### config.mk
export PLATFORM = sky130hd
export DESIGN_NAME = imem_port_arbiter
export DESIGN_NICKNAME = d
export VERILOG_FILES = /design/src/rtl/imem_arb_pkg.sv /design/src/rtl/imem_rr_pick.sv /design/src/rtl/imem_port_arbiter.sv
export SDC_FILE = /design/constraint.sdc
export NUM_CORES = 1
export LEC_CHECK = 0
export CAP_MARGIN = 10
export CORE_ASPECT_RATIO = 0.8
export CORE_MARGIN = 2
export CORE_UTILIZATION = 30
export DETAILED_ROUTE_END_ITERATION = 6
export PLACE_DENSITY = 0.88
export SLEW_MARGIN = 25
export SYNTH_ARGS = -nofsm -noshare
export SYNTH_HDL_FRONTEND = slang
export SYNTH_SLANG_ARGS = --single-unit
### constraint.sdc
create_clock -name clk -period 2.5 [get_ports clk]
set_clock_uncertainty 0.1 [all_clocks]
set_input_delay 0.5 -clock clk [delete_from_list [all_inputs] [get_ports clk]]
set_output_delay 0.5 -clock clk [all_outputs]
set_load 0.01 [all_outputs]
### src/rtl/imem_arb_pkg.sv
// Shared definitions for the instruction RAM debug-port arbiter: FSM encoding,
// in-flight response tag and the word-alignment helper.
package imem_arb_pkg;

  localparam logic [1:0] ST_IDLE  = 2'd0;
  localparam logic [1:0] ST_LOCK0 = 2'd1;
  localparam logic [1:0] ST_LOCK1 = 2'd2;

  localparam logic [1:0] WORD_ALIGN_MASK = 2'b11;

  // Describes the single request whose RAM read data returns next cycle.
  typedef struct packed {
    logic valid;
    logic req_id;
    logic is_write;
    logic err;
  } tag_t;

  function automatic logic is_misaligned(input logic [31:0] addr);
    return (addr[1:0] & WORD_ALIGN_MASK) != 2'b00;
  endfunction

endpackage

### src/rtl/imem_rr_pick.sv
// Two-way request picker: round-robin on ties, or fixed priority to requester 0.
// The pointer names the requester favoured on the next tie and moves only on a grant.
module imem_rr_pick #(
  parameter int PRIO_FIXED = 0
) (
  input  logic       clk,
  input  logic       rst,
  input  logic [1:0] req,
  output logic [1:0] gnt,
  output logic       ptr
);

  logic ptr_q;

  always_comb begin
    gnt = 2'b00;
    if (req == 2'b11) begin
      if ((PRIO_FIXED != 0) || !ptr_q) begin
        gnt = 2'b01;
      end else begin
        gnt = 2'b10;
      end
    end else begin
      gnt = req;
    end
  end

  always_ff @(posedge clk or posedge rst) begin
    if (rst) begin
      ptr_q <= 1'b0;
    end else if (gnt[0]) begin
      ptr_q <= 1'b1;
    end else if (gnt[1]) begin
      ptr_q <= 1'b0;
    end
  end

  assign ptr = ptr_q;

endmodule

### src/rtl/imem_port_arbiter.sv
// Shares the instruction RAM debug port (A2/WD2/WE2/RD2) between the program loader
// (requester 0) and the self-test engine (requester 1). Optional grant/conflict
// counters are built when IMEM_PORT_ARBITER_STATS_EN is defined.
//
// Handshake: a request is accepted in any cycle where valid and ready are both high;
// ready is combinational and never depends on anything but the current valids and
// arbiter state. Responses are single-cycle pulses one cycle after acceptance and
// cannot be back-pressured.
module imem_port_arbiter
  import imem_arb_pkg::*;
#(
  parameter int PRIO_FIXED = 0,
  parameter int LOCK_MAX   = 64
) (
  input  logic        clk,
  input  logic        rst,
  input  logic        req0_valid,
  output logic        req0_ready,
  input  logic [31:0] req0_addr,
  input  logic [31:0] req0_wdata,
  input  logic [3:0]  req0_we,
  input  logic        req0_lock,
  output logic        rsp0_valid,
  output logic [31:0] rsp0_rdata,
  output logic        rsp0_err,
  input  logic        req1_valid,
  output logic        req1_ready,
  input  logic [31:0] req1_addr,
  input  logic [31:0] req1_wdata,
  input  logic [3:0]  req1_we,
  input  logic        req1_lock,
  output logic        rsp1_valid,
  output logic [31:0] rsp1_rdata,
  output logic        rsp1_err,
  output logic [31:0] mem_a2,
  output logic [31:0] mem_wd2,
  output logic [3:0]  mem_we2,
  input  logic [31:0] mem_rd2,
`ifdef IMEM_PORT_ARBITER_STATS_EN
  output logic [15:0] stat0_grants,
  output logic [15:0] stat1_grants,
  output logic [15:0] stat_conflicts,
`endif
  output logic [1:0]  fsm_state,
  output logic        arb_ptr
);

  localparam logic [8:0] LOCK_MAX_W = 9'(LOCK_MAX);

  logic [1:0]  state_q, state_d;
  logic [7:0]  lock_cnt_q, lock_cnt_d;
  tag_t        tag_q, tag_d;
  logic [31:0] a2_q, wd2_q;

  logic [1:0]  req_masked;
  logic [1:0]  gnt;
  logic        any_gnt;
  logic        g_id;
  logic [31:0] g_addr;
  logic [31:0] g_wdata;
  logic [3:0]  g_we;
  logic        g_lock;
  logic        g_mis;
  logic        lock_hit;
  logic        data_ok;

  // While locked, the other requester is simply hidden from the picker.
  always_comb begin
    req_masked = 2'b00;
    case (state_q)
      ST_LOCK0: req_masked = {1'b0, req0_valid};
      ST_LOCK1: req_masked = {req1_valid, 1'b0};
      default:  req_masked = {req1_valid, req0_valid};
    endcase
  end

  imem_rr_pick #(
    .PRIO_FIXED(PRIO_FIXED)
  ) u_pick (
    .clk(clk),
    .rst(rst),
    .req(req_masked),
    .gnt(gnt),
    .ptr(arb_ptr)
  );

  assign req0_ready = gnt[0];
  assign req1_ready = gnt[1];
  assign any_gnt    = |gnt;
  assign g_id       = gnt[1];
  assign g_addr     = g_id ? req1_addr  : req0_addr;
  assign g_wdata    = g_id ? req1_wdata : req0_wdata;
  assign g_we       = g_id ? req1_we    : req0_we;
  assign g_lock     = g_id ? req1_lock  : req0_lock;
  assign g_mis      = is_misaligned(g_addr);

  // A misaligned write is still accepted, but it must never reach the RAM.
  assign mem_a2  = any_gnt ? g_addr : a2_q;
  assign mem_wd2 = any_gnt ? g_wdata : wd2_q;
  assign mem_we2 = (any_gnt && !g_mis) ? g_we : 4'h0;

  assign lock_hit = ({1'b0, lock_cnt_q} + 9'd1) >= LOCK_MAX_W;

  always_comb begin
    state_d    = state_q;
    lock_cnt_d = lock_cnt_q;
    if (any_gnt) begin
      if (g_lock && !lock_hit) begin
        state_d    = g_id ? ST_LOCK1 : ST_LOCK0;
        lock_cnt_d = lock_cnt_q + 8'd1;
      end else begin
        state_d    = ST_IDLE;
        lock_cnt_d = 8'd0;
      end
    end else if (state_q == 2'd3) begin
      state_d    = ST_IDLE;
      lock_cnt_d = 8'd0;
    end
  end

  always_comb begin
    tag_d          = '0;
    tag_d.valid    = any_gnt;
    tag_d.req_id   = g_id;
    tag_d.is_write = (g_we != 4'h0);
    tag_d.err      = g_mis;
  end

  always_ff @(posedge clk or posedge rst) begin
    if (rst) begin
      state_q    <= ST_IDLE;
      lock_cnt_q <= 8'd0;
      tag_q      <= '0;
      a2_q       <= 32'h0;
      wd2_q      <= 32'h0;
    end else begin
      state_q    <= state_d;
      lock_cnt_q <= lock_cnt_d;
      tag_q      <= tag_d;
      if (any_gnt) begin
        a2_q  <= g_addr;
        wd2_q <= g_wdata;
      end
    end
  end

  // RD2 belongs to whichever request the tag recorded last cycle.
  assign data_ok    = tag_q.valid && !tag_q.is_write && !tag_q.err;
  assign rsp0_valid = tag_q.valid && !tag_q.req_id;
  assign rsp1_valid = tag_q.valid && tag_q.req_id;
  assign rsp0_err   = rsp0_valid && tag_q.err;
  assign rsp1_err   = rsp1_valid && tag_q.err;
  assign rsp0_rdata = (rsp0_valid && data_ok) ? mem_rd2 : 32'h0;
  assign rsp1_rdata = (rsp1_valid && data_ok) ? mem_rd2 : 32'h0;

  assign fsm_state = state_q;

`ifdef IMEM_PORT_ARBITER_STATS_EN
  always_ff @(posedge clk or posedge rst) begin
    if (rst) begin
      stat0_grants   <= 16'h0;
      stat1_grants   <= 16'h0;
      stat_conflicts <= 16'h0;
    end else begin
      if (gnt[0] && (stat0_grants != 16'hFFFF)) begin
        stat0_grants <= stat0_grants + 16'd1;
      end
      if (gnt[1] && (stat1_grants != 16'hFFFF)) begin
        stat1_grants <= stat1_grants + 16'd1;
      end
      // Both asking and one served: the loser waited a cycle.
      if (req0_valid && req1_valid && any_gnt && (stat_conflicts != 16'hFFFF)) begin
        stat_conflicts <= stat_conflicts + 16'd1;
      end
    end
  end
`endif

endmodule

==> metrics.md <==
| Metric | Value |
|---|---|
| Status | `complete, but fails checks` |
| Violated checks | `setup timing` |
| Final TNS setup | `-25.47 ns` |
| Startpoint type of the worst setup path | `flop` |
| Worst rel slew slack | `61.2%` |
| Crit path largest cell delay | `0.44 ns` |
| Total die area | `14000 sq um` |
| Overall die height | `106 microns` |
| Cell taking the most area after synthesis | `sky130_fd_sc_hd__dfrtp_1` |
| Via count of the first global-routing pass | `5680` |
| Leading post-synthesis cells by cell area | `sky130_fd_sc_hd__dfrtp_1 50%, sky130_fd_sc_hd__nor2_1 12%, sky130_fd_sc_hd__and2_1 11%, sky130_fd_sc_hd__o22ai_1 9.9%, sky130_fd_sc_hd__clkbuf_1 2.1%` |
| Post-route minimum period | `2.94 ns` |
| Number of cells in the design after placement | `943` |
| Cell leakage power | `0.00445 uW` |
| Pre-CTS setup slack | `-0.737 ns` |
| Share of flip-flops with an asynchronous set or reset after synthesis | `100%` |
| Actual slew at the worst max-slew pin | `0.581 ns` |
| Final-stage net count | `1058` |
| Upper clock frequency limit | `340 MHz` |
| Count of unique library cells instantiated by Yosys | `42` |
| Kind of end point of the critical path | `primary output` |
| Simple-gate portion of the synthesized area | `29.3%` |
| Antenna violations before repair | `0` |
| Top cell family by delay on the critical path | `buffers and inverters` |
| RSZ-0062 raised after global routing | `true` |
| Post-synth EDFFs | `0` |
| Largest family of logic cells by synthesized area | `simple AND/OR/NAND/NOR gates` |
| Area share of xor/xnor cells in the synthesized design | `0%` |
| Post-detailed-route wirelength per cell | `21.9 microns` |
| Cells along the critical path | `buf_6, inv_4, ha_4, o21ai_4, buf_6, nor2b_4, inv_8, buf_12, buf_12, o22ai_2, nor2_2, buf_2` |
| Layout Cells excl Fill | `1059` |
| Number of max-capacitance violations reported | `0` |
| Share of cell area taken by muxes after synthesis | `0.892%` |
| Std-Cell Rows | `37` |
| Total gr overflow | `0` |
| Number of H-tree levels | `3` |
| WP buf/inv | `7` |
| Avg Cell Area, Syn | `8.78 sq um` |
| Core Util, Final | `75.3%` |
| Final hold violations | `0` |
| Maximum VDD drop | `806 uV` |
| Final-report max-slew violation count | `0` |
| Largest fanout on the critical path | `8` |
| Share of synthesized cell area in full adder, half adder and majority cells | `1.59%` |
| Total number of vias | `5431` |
| Floorplan core area | `12800 sq um` |
| Detailed Place HPWL | `12600 microns` |
| Arrival time reported for the critical path endpoint | `2.34 ns` |
| Hold/Removal Path Class | `flop to flop` |
| Final estimated routing congestion in global placement | `0.834` |
| Commonest cells after routing, fill and taps aside | `180 x sky130_fd_sc_hd__clkdlybuf4s50_1, 79 x sky130_fd_sc_hd__dfrtp_1, 73 x sky130_fd_sc_hd__buf_2, 69 x sky130_fd_sc_hd__and2_1, 69 x sky130_fd_sc_hd__buf_4` |
| Cells after synthesis | `447` |
| Share of synthesized area occupied by flip-flops and latches | `50.4%` |
| Pwr/cell area | `1160 nW/um^2` |
| Total GRT Usage | `30.1%` |
| Number of clock sinks | `79` |
| Number of warnings printed during yosys synthesis | `0` |
| Clock tree from TritonCTS | `yes` |
| Dominant register cell in the synthesized netlist | `sky130_fd_sc_hd__dfrtp_1` |
| CTS Buf Count | `9` |
| Cell chosen for the clock root | `sky130_fd_sc_hd__clkbuf_16` |
| Worst setup path category | `flop to primary output` |
| Antenna Diode Count | `0` |
| Final setup violation count | `80` |
| Number of input and output port buffers inserted | `314` |
| Final clock period utilization by the worst path | `118%` |
| CTS Buffer Depth | `2` |
| Number of filler instances in the final layout | `858` |
| Data required time of the critical path | `1.90 ns` |
| Detailed-route DRC error count | `0` |
| # IOs | `315` |
| Ratio of routed vias to standard cells | `5.13` |
| Total power | `11200 uW` |
| Setup slack after layout | `-0.442 ns` |
| Clock latency of the later-clocked register in the worst-skew pair | `0.33 ns` |
| Number of search-and-repair iterations in the first detailed-routing pass | `4` |
| Number of DRC violations after detailed-routing iteration 0 | `308` |
| Proportion of layout cells with a drive suffix above 1 | `45.6%` |
| Synthesized cell area | `3930 sq um` |
| Count of antenna-violating nets left after detailed routing | `0` |
| Largest net degree at the start of global routing | `80` |
| First-pass GRT wire length | `32200 microns` |
| Area share of the leading cell type in the synthesized netlist | `50.4%` |
| Post-synth net total | `626` |
| Number of synthesized register bits | `79` |
| Initial Utilization | `30.6%` |
| Fraction of the mapped netlist area in compound gates | `14.4%` |
| Worst path slowest cell | `sky130_fd_sc_hd__dfrtp_1` |
| Horiz. Die Dim | `132 microns` |
| Commonest non-fill, non-tap cell in the layout | `sky130_fd_sc_hd__clkdlybuf4s50_1` |
| Clock slew seen by the registers of the worst setup and hold paths | `0.07 ns` |
| Final routed wirelength across all metal layers | `23200 microns` |
| Syn-to-layout area delta | `146%` |
==> synth_stat cells (all sizes together) (2+ instances only) <==
master  number
nor2       131
or3          2
clkbuf      22
nor2b        2
buf          6
a221o        2
ha           5
a21o         2
nor3         6
nand2b       2
o22ai       63
dfrtp       79
mux2i        2
and2        71
a31oi        2
nand2       16
inv          6
nor3b        3
a21oi        5
nand3        3
o21ai        4
==> timing repair <==
action                     4_1_cts  5_1_grt
resized for setup              481      212
cloned                          19        5
pin swaps                       55       51
setup endpoints to repair      129      123
buffers inserted                66       19
hold buffers                     0        0
==> logic make-up after synthesis <==
kind of cell,count (synthesis)
adder cells (fa/ha/maj),5
AO/OA/AOI/OAI,84
buffers and inverters,34
flip-flops,79
AND/OR/NAND/NOR,242
multiplexers,3
==> report_power, final <==
group          total (uW)  internal, uW  switching [uW]
Combinational        7640          4050            3590
Clock                1310           729             586
Sequential           2260          1860             398
==> layout make-up <==
class / instances / area [sq um] / area share (%)
clock buffers: 10 / 239 / 2.47
well taps: 175 / 219 / 2.27
clock inverters: 6 / 57.6 / 0.596
multi-input cells: 334 / 2780 / 28.8
inverters: 6 / 43.8 / 0.453
flip-flops and latches: 79 / 1980 / 20.5
repair buffers: 449 / 4340 / 45.0
==> stage by stage <==
| stage | hold slack [ns] | area (sq um) |
|---|---|---|
| 6_report | 0.445 | 9660 |
| 5_1_grt | 0.456 | 9660 |
| 3_3_place_gp | 0.417 | 7540 |
| 3_5_place_dp | 0.419 | 7540 |
| 2_1_floorplan | 0.389 | 3930 |
| 4_1_cts | 0.433 | 8950 |
==> worst min-delay path, delay by kind of cell (launching register included) <==
kind	cells	cell delay, ns
and+or+nand+nor	1	0.10
AOI/OAI and AO/OA	1	0.06
DFF	1	0.34
==> path summary, 6_finish.rpt <==
kind	from	to	slack, ns	depth (start not counted)
worst max-delay path	fsm_state[1]$_DFFE_PP0P_	mem_a2[22]	-0.44	12
worst min-delay path	wd2_q[25]$_DFF_PP0_	wd2_q[25]$_DFF_PP0_	0.45	2
worst max register to register	fsm_state[1]$_DFFE_PP0P_	a2_q[22]$_DFF_PP0_	-0.39	18
worst min register to register	wd2_q[25]$_DFF_PP0_	wd2_q[25]$_DFF_PP0_	0.45	2
max in group asynchronous	rst	a2_q[29]$_DFF_PP0_	1.43	3
min in group asynchronous	rst	wd2_q[21]$_DFF_PP0_	0.54	3
==> per-layer routing <==
layer | vias up | global-route usage, % | wire [microns]
met5 | - | 0 | 0
met4 | 0 | 15.8 | 1130
met3 | 87 | 9.25 | 1800
met2 | 304 | 55.4 | 12300
met1 | 2644 | 30.8 | 7990
li1 | 2396 | - | -
==> sequential cells by signal, indices dropped and copies added (netlist names) <==
name        count
a2_q           32
wd2_q          32
lock_cnt_q      8
tag_q           4
fsm_state       2
u_pick.ptr      1
Power figures use the tool's default switching activity.
